--- src/rtl/ps2_letter_decoder.sv ---
// PS/2 set-2 keyboard receiver that reports the letter of each released key (A=1..Z=26, 31=other).
// Define PS2_PARITY_CHECK_EN to drop frames with bad odd parity and pulse parityError.
module ps2_letter_decoder #(
  parameter int unsigned FILTER_LEN     = 4,
  parameter int unsigned TIMEOUT_CYCLES = 100000
) (
  input  logic       clk,
  input  logic       reset,
  input  logic       ps2Clk,
  input  logic       ps2Data,
  output logic [4:0] keystroke,
  output logic       keyReleased,
  output logic       parityError
);

  localparam int unsigned FW = $clog2(FILTER_LEN + 1);
  localparam int unsigned TW = $clog2(TIMEOUT_CYCLES + 1);

  typedef enum logic [1:0] {IDLE, DATA, PARITY, STOP} state_t;

  logic [1:0]    clk_sync;
  logic [1:0]    data_sync;
  logic          filt;
  logic          filt_d;
  logic [FW-1:0] flt_cnt;
  logic          sample_en;
  state_t        state;
  logic [2:0]    bit_cnt;
  logic [7:0]    shift;
  logic          brk_pending;
  logic          ext_pending;
  logic [TW-1:0] tout;
  logic          par_err_c;
`ifdef PS2_PARITY_CHECK_EN
  logic          par_bit;
`endif

  function automatic logic [4:0] letter_code(input logic [7:0] sc);
    logic [4:0] code;
    case (sc)
      8'h1C: code = 5'd1;   8'h32: code = 5'd2;   8'h21: code = 5'd3;
      8'h23: code = 5'd4;   8'h24: code = 5'd5;   8'h2B: code = 5'd6;
      8'h34: code = 5'd7;   8'h33: code = 5'd8;   8'h43: code = 5'd9;
      8'h3B: code = 5'd10;  8'h42: code = 5'd11;  8'h4B: code = 5'd12;
      8'h3A: code = 5'd13;  8'h31: code = 5'd14;  8'h44: code = 5'd15;
      8'h4D: code = 5'd16;  8'h15: code = 5'd17;  8'h2D: code = 5'd18;
      8'h1B: code = 5'd19;  8'h2C: code = 5'd20;  8'h3C: code = 5'd21;
      8'h2A: code = 5'd22;  8'h1D: code = 5'd23;  8'h22: code = 5'd24;
      8'h35: code = 5'd25;  8'h1A: code = 5'd26;
      default: code = 5'd31;
    endcase
    return code;
  endfunction

  // Synchronisers, ps2Clk glitch filter and delayed falling-edge strobe
  always_ff @(posedge clk or posedge reset) begin
    if (reset) begin
      clk_sync  <= 2'b11;
      data_sync <= 2'b11;
      filt      <= 1'b1;
      filt_d    <= 1'b1;
      flt_cnt   <= '0;
      sample_en <= 1'b0;
    end else begin
      clk_sync  <= {clk_sync[0], ps2Clk};
      data_sync <= {data_sync[0], ps2Data};
      filt_d    <= filt;
      sample_en <= filt_d & ~filt;
      if (clk_sync[1] == filt) begin
        flt_cnt <= '0;
      end else if (flt_cnt == FW'(FILTER_LEN - 1)) begin
        filt    <= clk_sync[1];
        flt_cnt <= '0;
      end else begin
        flt_cnt <= flt_cnt + FW'(1);
      end
    end
  end

`ifdef PS2_PARITY_CHECK_EN
  assign par_err_c = ~(^{shift, par_bit});
`else
  assign par_err_c = 1'b0;
`endif

  // Frame FSM, byte interpretation and registered outputs
  always_ff @(posedge clk or posedge reset) begin
    if (reset) begin
      state       <= IDLE;
      bit_cnt     <= '0;
      shift       <= '0;
      brk_pending <= 1'b0;
      ext_pending <= 1'b0;
      tout        <= '0;
      keystroke   <= '0;
      keyReleased <= 1'b0;
      parityError <= 1'b0;
`ifdef PS2_PARITY_CHECK_EN
      par_bit     <= 1'b0;
`endif
    end else begin
      keyReleased <= 1'b0;
      parityError <= 1'b0;
      if (sample_en) begin
        tout <= '0;
        case (state)
          IDLE: begin
            if (!data_sync[1]) begin
              state   <= DATA;
              bit_cnt <= '0;
              shift   <= '0;
            end
          end
          DATA: begin
            shift   <= {data_sync[1], shift[7:1]};
            bit_cnt <= bit_cnt + 3'd1;
            if (bit_cnt == 3'd7) state <= PARITY;
          end
          PARITY: begin
`ifdef PS2_PARITY_CHECK_EN
            par_bit <= data_sync[1];
`endif
            state <= STOP;
          end
          default: begin
            state   <= IDLE;
            bit_cnt <= '0;
            if (!data_sync[1]) begin
              // framing error: silent drop
            end else if (par_err_c) begin
              parityError <= 1'b1;
            end else if (shift == 8'hF0) begin
              brk_pending <= 1'b1;
            end else if (shift == 8'hE0) begin
              ext_pending <= 1'b1;
            end else if (ext_pending) begin
              brk_pending <= 1'b0;
              ext_pending <= 1'b0;
            end else if (brk_pending) begin
              keystroke   <= letter_code(shift);
              keyReleased <= 1'b1;
              brk_pending <= 1'b0;
              ext_pending <= 1'b0;
            end else begin
              ext_pending <= 1'b0;
            end
          end
        endcase
      end else if (state != IDLE) begin
        // Abandon a stalled frame but keep break/extended prefixes
        if (tout == TW'(TIMEOUT_CYCLES - 1)) begin
          state   <= IDLE;
          bit_cnt <= '0;
          shift   <= '0;
          tout    <= '0;
        end else begin
          tout <= tout + TW'(1);
        end
      end
    end
  end

endmodule

--- config.mk ---
export PLATFORM = sky130hd
export DESIGN_NAME = ps2_letter_decoder
export DESIGN_NICKNAME = d
export VERILOG_FILES = /design/src/rtl/ps2_letter_decoder.sv
export SDC_FILE = /design/constraint.sdc
export NUM_CORES = 1
export LEC_CHECK = 0
export BUFFER_PORTS_ARGS = -buffer_cell sky130_fd_sc_hd__buf_2
export CAP_MARGIN = 0
export CORE_MARGIN = 2
export CORE_UTILIZATION = 35
export CTS_CLUSTER_DIAMETER = 80
export CTS_CLUSTER_SIZE = 40
export DETAILED_ROUTE_END_ITERATION = 7
export GPL_TIMING_DRIVEN = 0
export PLACE_DENSITY_LB_ADDON = 0.08
export SKIP_CTS_REPAIR_TIMING = 1
export SKIP_LAST_GASP = 1
export SLEW_MARGIN = 20
export SYNTH_ARGS = -nofsm -noshare
export SYNTH_HDL_FRONTEND = slang
export SYNTH_SLANG_ARGS = --single-unit
--- constraint.sdc ---
create_clock -name clk -period 2 [get_ports clk]
set_input_delay 0.6 -clock clk [delete_from_list [all_inputs] [get_ports clk]]
set_output_delay 0.6 -clock clk [all_outputs]
set_load 0.005 [all_outputs]
==> results of run 1 <==
-- flip-flops by register name, summed over array words and instances (netlist names), 2 cells and up --
| name | count |
|---|---|
| bit_cnt | 3 |
| clk_sync | 2 |
| data_sync | 2 |
| flt_cnt | 3 |
| keystroke | 5 |
| shift | 8 |
| state | 2 |
| tout | 17 |
-- power groups by stage --
stage / clock network (W) / logic (W) / registers, W
floorplan: 0 / 0.000744 / 0.00128
global placement: 0 / 0.000930 / 0.00132
detailed placement: 0 / 0.000935 / 0.00133
CTS: 0.000763 / 0.000939 / 0.00131
global route: 0.000810 / 0.00120 / 0.00133
finish: 0.000731 / 0.00104 / 0.00130
-- cells by family (layout without fill, tap and decap cells) --
family / after synthesis / count (layout)
AOI/OAI and AO/OA: 72 / 72
xor gates and xnor gates: 10 / 10
adders and majority gates: 15 / 15
buffers and inverters: 28 / 57
DFF: 48 / 48
muxes: 5 / 5
other: 1 / 1
and+or+nand+nor: 104 / 104
-- routing by layer --
metal	global-route usage, %	part of all wire, %	up-vias
met2	23.4	46	40
met1	23.3	50	1122
met5	0	0	-
met3	2.44	2.8	5
li1	-	-	1097
met4	3.61	0.98	0
-- cell type report --
cell class,count,share of cell area (%)
buffer,9,1.31
clock buffer,5,2.13
clock inverter,3,1.43
inverter,16,1.86
multi-input combinational,207,46.5
sequential,48,37.4
tap,102,3.94
timing repair buffer,24,5.38
-- Yosys cell counts (3+ instances only) --
| cell type | number |
|---|---|
| clkbuf_1 | 7 |
| xnor2_1 | 10 |
| nand4_1 | 9 |
| or3_1 | 7 |
| a211oi_1 | 3 |
| nand2_1 | 17 |
| a31oi_1 | 5 |
| dfrtp_1 | 42 |
| and2_1 | 3 |
| nor3_1 | 5 |
| nor2_1 | 16 |
| a22o_1 | 7 |
| nor2b_1 | 9 |
| nor4_1 | 5 |
| ha_1 | 15 |
| inv_1 | 16 |
| o21ai_0 | 8 |
| nand2b_1 | 7 |
| nand3_1 | 8 |
| dfstp_2 | 6 |
| mux2i_1 | 3 |
| o31ai_1 | 4 |
| o22ai_1 | 6 |
| a21oi_1 | 19 |
| a221oi_1 | 3 |
| o2bb2ai_1 | 3 |
| or4_1 | 4 |
-- worst reg2reg max path, stage by stage, from the launching register on --
cell     delay (ns)
dfrtp_1        0.39
inv_2          0.07
ha_4           0.19
nor2b_4        0.16
or3_1          0.46
or4_1          0.50
a21oi_1        0.13
-- worst paths after layout --
check	from	endpoint	slack (ns)	depth (start not counted)
min in group clk	data_sync[0]$_DFF_PP1_	data_sync[1]$_DFF_PP1_	0.36	0
max in group asynchronous	reset	data_sync[1]$_DFF_PP1_	1.11	3
setup reg to reg	state[1]$_DFFE_PP0P_	tout[12]$_DFFE_PP0P_	0.03	6
setup / recovery	state[1]$_DFFE_PP0P_	tout[12]$_DFFE_PP0P_	0.03	6
hold / removal	reset	flt_cnt[1]$_DFF_PP0_	0.29	2
hold reg to reg	data_sync[0]$_DFF_PP1_	data_sync[1]$_DFF_PP1_	0.36	0
-- metrics by stage --
stage                     utilization (%)  power, W  TNS (ns)  instance area [um^2]
final                                42.3   0.00308         0                  3240
after global routing                 42.3   0.00334   -0.0830                  3240
after CTS                            40.2   0.00301     -3.91                  3070
after detailed placement             38.7   0.00226     -3.59                  2960
after global placement               38.4   0.00225    -22.91                  2940
after floorplan                         -   0.00202   -0.0548                  2770
==> summary by stage, run 1 <==
Pwr
The total internal power is 0.00199 W. The worst vdd rail ir drop is 0.262 mV. The fraction of power consumed by combinational cells is 33.9%. The proportion of total power due to net switching is 35.4%. The sequential cell fraction of total power is 42.3%. The ratio of total power to cell area is 952 mW/mm^2. The share of total power dissipated in the clock network is 23.7%. In this run the power spent charging and discharging nets is 0.00109 W. The leakage power is 1.30 nW.

Synth
Yosys attributes the largest share of cell area to dfrtp_1 38%, ha_1 6.8%, dfstp_2 5.7%. The fraction of synthesis flops using an asynchronous set or reset pin is 100%. The synthesized-area fraction occupied by adder cells is 6.83%. The count of yosys warnings during synthesis is 0. Synthesis instantiated 55 different standard cells from the library. The area of the mapped netlist is 0.00275 mm^2. Measured against the total synthesized area, the mux share comes to 1.91%. Counting flops with a built-in enable in the synthesized netlist gives 0. The dominant combinational cell family by area after synthesis is simple AND/OR/NAND/NOR gates. The synthesized design contains 48 register bits. The xor/xnor cell area share of the yosys netlist is 3.19%. The compound-gate portion of the synthesized area is 18.0%. For this run, the leading register cell type out of synthesis is dfrtp_1. The synthesized-area fraction occupied by and/or/nand/nor cells is 21.4%. Counting every instance in the synthesized netlist gives 283. The largest total area in the synthesized netlist belongs to dfrtp_1. The share of the Yosys chip area taken by registers is 44.0%. The mean instance size in the synthesized netlist is 9.71 um^2. The synthesized design devotes to its leading area cell type 38.3% of total area. When the netlist entered floorplanning its net count stood at 302.

Critical path
At the worst endpoint, the required time is 2.24 ns. Together, buffers and inverters on the worst path number 1. The endpoint type of the worst setup path is a flop. The maximum fanout encountered on the critical timing path is 9.

The start-to-end type of the worst setup path is flop to flop. The slowest stage of the critical path is the or4_1 cell. Broken down by cell family, the worst path's largest delay share belongs to simple AND/OR/NAND/NOR gates. For this run, the slowest stage of the critical path takes 0.50 ns. The endpoint arrival time on the critical path is 2.20 ns. The type of origin of the critical path is a flop. The signal on the critical path passes through inv_2 > ha_4 > nor2b_4 > or3_1 > or4_1 > a21oi_1.

Place
The count of port buffers added during placement is 9. The congestion estimate from routability-driven global placement came to 0.845. OpenSTA, run right after detailed placement, puts the worst setup slack at -0.357 ns. Summed over all nets, the half-perimeter wirelength after detailed placement is 4.38 mm. The number of placed instances, taps included is 395.

Detailed routing
The wire length per cell after detailed routing is 15.0 um. After detailed routing, the number of remaining DRC violations is 0. The starting DRC count in detailed routing is 92. The post-detailed-route count of antenna-violating nets is 0. The via density per instance is 5.47. Wires add up to 6.22 mm. The count of TritonRoute iterations in the first routing pass is 4. The final route contains 2,264 vias.

STA
The worst path meets setup with 0.0333 ns of slack. The number of max-slew violations in the final report is 0. Setup repair after global routing could not meet its margin everywhere.

At the pin with the least slew margin, the transition time is 0.558 ns. Final hold analysis gives a worst-case slack of 0.295 ns. For this run, the top clock speed supported by timing is 508 MHz. The worst setup skew after layout is 0.00707 ns.

The number of failing setup endpoints in the final timing report is 0. The share of the clock period used by the worst path after layout is 98.3%. The worst-case headroom to the max-slew limit is 62.2%. The number of hold-slack violations in the final timing report is 0.

The time the final worst path needs with I/O delays and setup is 1.97 ns.

Clock network
The clock latency of the later-clocked register in the worst-skew pair is 0.30 ns. The cell sitting at the root of the clock tree is a clkbuf_8. The clock sink count is 48. The TritonCTS clock tree is done. In this run the number of H-tree levels came out at 2. After clock tree synthesis, the clock-pin slew on the worst setup and hold paths is 0.10 ns. In this run, CTS created clock tree buffers numbering 5.

The clock passes through at most 2 buffers.

Final layout
The area used by multi-input combinational logic is 0.00151 mm^2. The sequential cell area is 0.00121 mm^2. For this run, the number of standard cells in the final layout without fillers is 414. The layout filler cell count is 768.

The most common cell after layout, fill and taps aside is dfrtp_1. From synthesis to final layout, the design area changed by 17.8%. In the layout the commonest cells are 40 x dfrtp_1, 17 x nand2_1, 16 x nor2_1. The post-route netlist has 21.5% of its cells at a drive strength greater than 1. The final net count is 330.

The number of antenna diodes in the final layout is 0.

Hold path
The type of the most critical hold path is input port to asynchronous set/reset pin.

Global routing
The number of global-route vias before repair came to 2,126. The initial antenna violation count is 0. Entering global routing, the biggest net connects 29 pins. The global-route wire length before repair is 10.8 mm. The global route total overflow is 0. The global-route total usage across every layer is 15.5%.

Die
The die boundary width is 92.6 um. The placeable core region is 0.00765 mm^2. 11 I/O pins were placed. Row generation in the floorplan step produced 32 rows. The die covers 0.00857 mm^2. The floorplan step set the die height to 92.6 um.

The effective utilization at floorplan is 35.9%.

Run status
The run finished with clean final reports.

Flow run
The count of maximum capacitance violations is 0.
No activity file was read; power rests on OpenSTA's default activity.
==> inputs of run 2 (changes only) <==
- CORE_ASPECT_RATIO: unset -> 2
==> summary by stage, run 2 (synthesis results as in run 1) <==
Critical path
The maximum fanout encountered on the critical timing path is 8 (-1). The worst reg-to-reg path cell count is 5 (-1). The setup slack of the most critical reg-to-reg path is 0.07 ns (+0.04 ns). The capturing instance or port of the critical path is shift[2]$_DFFE_PP0P_. The required arrival time at the worst endpoint is 2.17 ns (-0.07 ns).

The setup path with the least slack is of type flop to flop. The critical path startpoint is tout[0]$_DFFE_PP0P_. The worst reg2reg path startpoint is tout[0]$_DFFE_PP0P_. STA classifies the critical path startpoint as a flop. STA classifies the critical path endpoint as a flop. The endpoint identified for the worst register-to-register timing path is shift[2]$_DFFE_PP0P_. The endpoint arrival time on the critical path is 2.10 ns (-0.10 ns).

Final layout
The largest registers in the layout are tout: 17 flops, shift: 8 flops, keystroke: 5 flops. The design area is 0.00331 mm^2 (+2.2%). The final core utilization is 43.5% (+1.2 points). The count of placed standard cells in the final layout, fillers left out is 408 (-1.4%). The proportion of layout cells with a drive suffix above 1 is 22.9% (+1.5 points).

Leaving out fill and tap cells, the most frequent cells in the layout are 40 x dfrtp_1, 18 x buf_4, 17 x nand2_1. The area growth from synthesis to layout is 20.3%. The most common cell after layout, fill and taps aside is dfrtp_1. The count of inserted antenna diode cells is 0 (unchanged). tout holds more flip-flops than any other register. The sequential cell area is 0.00121 mm^2 (unchanged).

The final net count came to 332 (+0.61%). The area used by multi-input combinational logic is 0.00152 mm^2 (+1.0%). The layout filler cell count is 757 (-1.4%). The number of flip-flops under the largest register name is 17 (unchanged).

Detailed routing
The vias after detailed routing is 2,269 (+0.22%). The wire length per cell after detailed routing was 17.6 um (+17%). The count of TritonRoute iterations in the first routing pass was 4 (unchanged). The via density per instance is 5.56 (+1.7%). The total routed wirelength is 7.17 mm (+15%). The DRC violation count after routing is 0 (unchanged).

The starting DRC count in detailed routing is 71 (-23%). The post-detailed-route count of antenna-violating nets is 0 (unchanged).

Place
The final weighted congestion of routability-driven global placement was 0.847 (+0.28%). The area after detailed placement is 0.00295 mm^2 (-0.34%). The detailed placement HPWL is 5.52 mm (+26%).

The number of placed instances, taps included is 387 (-2.0%). The count of port buffers added during placement is 9 (unchanged).

Global routing
The initial antenna violation count was 0 (unchanged). The global-route wire length before repair is 11.5 mm (+6.5%). The global route total overflow was 0 (unchanged). The number of global-route vias before repair is 2,245 (+5.6%). The global-route total usage across every layer is 18.1% (+2.6 points). The pin count of the biggest net entering global routing is 26 (-10%).

STA
The transition time at the pin with the least slew margin is 0.567 ns (+0.00823 ns). The number of hold-slack violations in the final timing report was 0 (unchanged). The time the final worst path needs with I/O delays and setup came to 1.93 ns (-0.0362 ns). The maximum achievable frequency is 518 MHz (+1.9%).

The worst setup skew after layout is 0.0104 ns (+0.00337 ns). The number of failing setup endpoints in the final timing report is 0 (unchanged). The share of the clock period used by the worst path after layout is 96.5% (-1.8 points). The worst-case headroom to the max-slew limit is 61.7% (-0.56 points).

The number of max-slew violations in the final report is 0 (unchanged).

Flow run
The count of maximum capacitance violations was 0 (unchanged).

Pwr
The leakage power was 1.34 nW (+2.9%). The ratio of total power to cell area is 1010 mW/mm^2 (+6.4%). The worst vdd rail ir drop is 0.542 mV (+110%).

Clock network
The maximum count of clock buffers along a single path is 2 (unchanged). The CTS buffer count was 5 (unchanged). The clock latency of the later-clocked register in the worst-skew pair was 0.29 ns (about the same).

The H-tree depth reported by CTS is 2 (unchanged). The clock sink count is 48 (unchanged). Clock tree synthesis selected as its root buffer the cell clkbuf_16. The TritonCTS clock tree is done. The clock input transition at the sequential cells of the worst setup and hold paths came to 0.07 ns (-0.03 ns).

Die
The die height is 129 um (+40%). The floorplan row count is 45 (+41%). The area enclosed by the die boundary is 0.00862 mm^2 (+0.50%). The die boundary width is 66.7 um (-28%). The placeable core region is 0.00760 mm^2 (-0.61%). The effective utilization at floorplan was 36.1% (+0.22 points). The I/O pin count is 11 (unchanged).

Run status
The flow ran to the end, and the final reports show no timing, DRC or antenna violations.

Hold path
The type of the most critical hold path is input port to asynchronous set/reset pin.
-- run 2: metal layers --
metal	vias to the layer above	wire [um]	GRT usage [%]
met4	0	306	10.1
met2	35	4290	35.0
met5	-	0	0
li1	1099	-	-
met1	1117	2470	17.5
met3	18	103	2.17
-- run 2: how the worst min path moves through the flow --
stage                                 startpoint                     end  slack, ns
after floorplan            clk_sync[0]$_DFF_PP1_   clk_sync[1]$_DFF_PP1_       0.35
after global placement     clk_sync[0]$_DFF_PP1_   clk_sync[1]$_DFF_PP1_       0.35
after detailed placement  data_sync[0]$_DFF_PP1_  data_sync[1]$_DFF_PP1_       0.35
after CTS                 data_sync[0]$_DFF_PP1_  data_sync[1]$_DFF_PP1_       0.36
after global routing      data_sync[0]$_DFF_PP1_  data_sync[1]$_DFF_PP1_       0.36
final                                      reset    tout[12]$_DFFE_PP0P_       0.35
-- run 2: where the power goes --
part | internal (W) | leakage, nW | total, W | switching, W
Sequential | 0.00115 | 0.634 | 0.00130 | 0.000158
Clock | 0.000587 | 0.0798 | 0.000955 | 0.000368
Combinational | 0.000478 | 0.623 | 0.00109 | 0.000612
-- run 2: critical path, stage by stage (launching register included) --
cell and delay, ns:
dfrtp_2 0.42, ha_2 0.25, and4_1 0.29, a41oi_2 0.23, a211o_4 0.41, a22o_1 0.20
-- run 2: area by class of cell --
cell class	instances	area share, %
inverter	16	1.82
sequential	48	36.6
tap	94	3.56
clock inverter	3	1.29
timing repair buffer	26	5.60
clock buffer	5	3.79
buffer	9	1.32
multi-input combinational	207	46.0
-- run 2: metrics by stage --
| step | setup TNS (ns) | total power, W | hold WS, ns | setup WS (ns) |
|---|---|---|---|---|
| final | 0 | 0.00335 | 0.348 | 0.0695 |
| after CTS | -6.02 | 0.00326 | 0.361 | -0.471 |
| after detailed placement | -5.46 | 0.00229 | 0.352 | -0.454 |
| after global placement | -24.21 | 0.00228 | 0.346 | -0.467 |
| after floorplan | -0.0548 | 0.00202 | 0.345 | -0.0548 |
| after global routing | -0.00897 | 0.00358 | 0.362 | -0.00897 |
==> inputs of run 3 (changes only) <==
- CTS_BUF_LIST: unset -> sky130_fd_sc_hd__clkbuf_8
- TNS_END_PERCENT: unset -> 50
==> summary by stage, run 3 (synthesis results as in run 1) <==
Run status
The run finished with clean final reports.

Place
The minimum setup slack after placement was -0.440 ns (+0.0138 ns). The detailed placement HPWL is 5.46 mm (-1.1%). The count of port buffers added during placement is 9 (unchanged).

The final weighted congestion of routability-driven global placement is 0.868 (+2.5%).

STA
The share of the clock period used by the worst path after layout came to 99.8% (+3.3 points). The transition time at the pin with the least slew margin is 0.757 ns (+0.191 ns). The worst setup skew after layout is 0.0117 ns (+0.00123 ns). The worst-case headroom to the max-slew limit came to 49.5% (-12 points). The smallest hold slack is 0.359 ns (+0.0111 ns). The time the final worst path needs with I/O delays and setup is 2.00 ns (+0.0664 ns). Setup repair after global routing could not meet its margin everywhere. The final sum of negative setup slack came to 0 ns (unchanged). The slack of the critical path is 0.00313 ns (-0.0664 ns). The number of hold-slack violations in the final timing report is 0 (unchanged).

The number of max-slew violations in the final report is 0 (unchanged). The maximum achievable frequency is 501 MHz (-3.3%). The number of failing setup endpoints in the final timing report is 0 (unchanged).

Global routing
The global route total overflow came to 0 (unchanged). The routing usage on met3 is 2.17% (unchanged). The global-route total usage across every layer came to 17.5% (-0.52 points). The global-route track usage on met2 is 34.4% (-0.59 points). The initial antenna violation count is 0 (unchanged). The global-route wire length before repair is 11.3 mm (-1.4%). The pin count of the biggest net entering global routing is 28 (+7.7%). The global-route track usage on met1 is 16.1% (-1.4 points).

The busiest layer in global routing is met2. The number of global-route vias before repair is 2,292 (+2.1%).

Detailed routing
The DRC violation count after routing is 0 (unchanged). The total routed wirelength is 7.18 mm (+0.21%). The count of TritonRoute iterations in the first routing pass was 4 (unchanged). The vias after detailed routing is 2,312 (+1.9%).

The starting DRC count in detailed routing was 97 (+37%). The via density per instance is 5.72 (+2.9%). The wire length per cell after detailed routing is 17.8 um (+1.2%).

The post-detailed-route count of antenna-violating nets came to 0 (unchanged).

Final layout
The largest registers in the layout are tout: 17 flops, shift: 8 flops, keystroke: 5 flops. The top cell types in the final layout, fill and taps aside, are 40 x dfrtp_1, 18 x a21oi_1, 17 x nand2_1. From synthesis to final layout, the design area changed by 16.0%. The final net count is 328 (-1.2%). The count of inserted antenna diode cells is 0 (unchanged). The number of flip-flops under the largest register name was 17 (unchanged). The most common cell after layout, fill and taps aside is dfrtp_1. The register name with the most flops is tout. The proportion of layout cells with a drive suffix above 1 was 20.0% (-2.9 points).

Clock network
The H-tree depth reported by CTS is 2 (unchanged). The maximum count of clock buffers along a single path is 2 (unchanged). The clock input transition at the sequential cells of the worst setup and hold paths is 0.10 ns (+0.03 ns). The clock latency of the later-clocked register in the worst-skew pair came to 0.31 ns (+0.02 ns). The CTS buffer count was 5 (unchanged). The clock sink count is 48 (unchanged).

The TritonCTS clock tree is done. Clock tree synthesis selected as its root buffer the cell clkbuf_8.

Pwr
The worst vdd rail ir drop was 0.386 mV (-29%). The post-layout total power is 0.00303 W (-9.5%). The ratio of total power to cell area is 951 mW/mm^2 (-6.2%). The leakage power was 1.29 nW (-3.8%).

Flow run
The count of maximum capacitance violations was 0 (unchanged).

Die
The die boundary width is 66.7 um (unchanged). The floorplan row count is 45 (unchanged). The effective utilization at floorplan is 36.1% (unchanged). The area enclosed by the die boundary came to 0.00862 mm^2 (unchanged).

The die height is 129 um (unchanged). The I/O pin count was 11 (unchanged). The placeable core region is 0.00760 mm^2 (unchanged).

Critical path
The worst setup path is launched from a flop. The maximum fanout encountered on the critical timing path is 9 (+1). The critical path is of the flop to flop type.

The worst reg-to-reg path cell count came to 7 (+2). The endpoint arrival time on the critical path is 2.23 ns (+0.13 ns). The required arrival time at the worst endpoint came to 2.24 ns (+0.07 ns). STA classifies the critical path endpoint as a flop.

Hold path
The min-delay analysis places its worst path in the category input port to asynchronous set/reset pin.
## run 3: cell count changes in the layout (fill, tap and decap cells not counted), moves of 2 or more
| cell | delta |
|---|---|
| buf_4 | -5 |
| clkbuf_8 | +6 |
| a21oi_2 | -2 |
| clkbuf_16 | -5 |
| a21oi_1 | +2 |
## run 3: worst max-delay path, cell delays in order, from the launching register on
cell,delay [ns]
dfrtp_1,0.42
inv_2,0.10
buf_4,0.12
ha_1,0.24
nand2_1,0.10
a21oi_1,0.61
and2_1,0.23
o2bb2ai_1,0.11
## run 3: metal layers
layer	vias to the layer above	part of all wire, %
met4	0	4.3
met3	21	1.5
met2	40	60
met5	-	0
met1	1156	34
li1	1095	-
## run 3: area by class of cell
cell class                      instances  area, um^2
Buffer                                  9        41.3
Clock buffer                            6        82.6
Clock inverter                          2        13.8
Fill cell                             776        4410
Inverter                               16        60.1
Multi-Input combinational cell        207        1500
Sequential cell                        48        1210
Tap cell                               94         118
Timing Repair Buffer                   22         163
## run 3: where the power goes
part	internal (W)	switching (W)
combinational	0.000480	0.000617
sequential	0.00114	0.000161
clock	0.000283	0.000344
total	0.00191	0.00112
## run 3: stage by stage
step / instance area [um^2] / util [%] / std cells
floorplan: 2760 / - / 283
global placement: 2920 / 38.5 / 386
detailed placement: 2950 / 38.8 / 387
CTS: 3050 / 40.1 / 395
global route: 3190 / 41.9 / 404
finish: 3190 / 41.9 / 404
## run 3: final timing paths
| path | from | end | slack (ns) |
|---|---|---|---|
| worst max-delay path | state[1]$_DFFE_PP0P_ | bit_cnt[1]$_DFFE_PP0P_ | 0.003 |
| worst min-delay path | reset | tout[5]$_DFFE_PP0P_ | 0.36 |
| worst max register to register | state[1]$_DFFE_PP0P_ | bit_cnt[1]$_DFFE_PP0P_ | 0.003 |
| worst min register to register | clk_sync[0]$_DFF_PP1_ | clk_sync[1]$_DFF_PP1_ | 0.36 |
| max in group asynchronous | reset | tout[16]$_DFFE_PP0P_ | 1.09 |
| min in group clk | clk_sync[0]$_DFF_PP1_ | clk_sync[1]$_DFF_PP1_ | 0.36 |
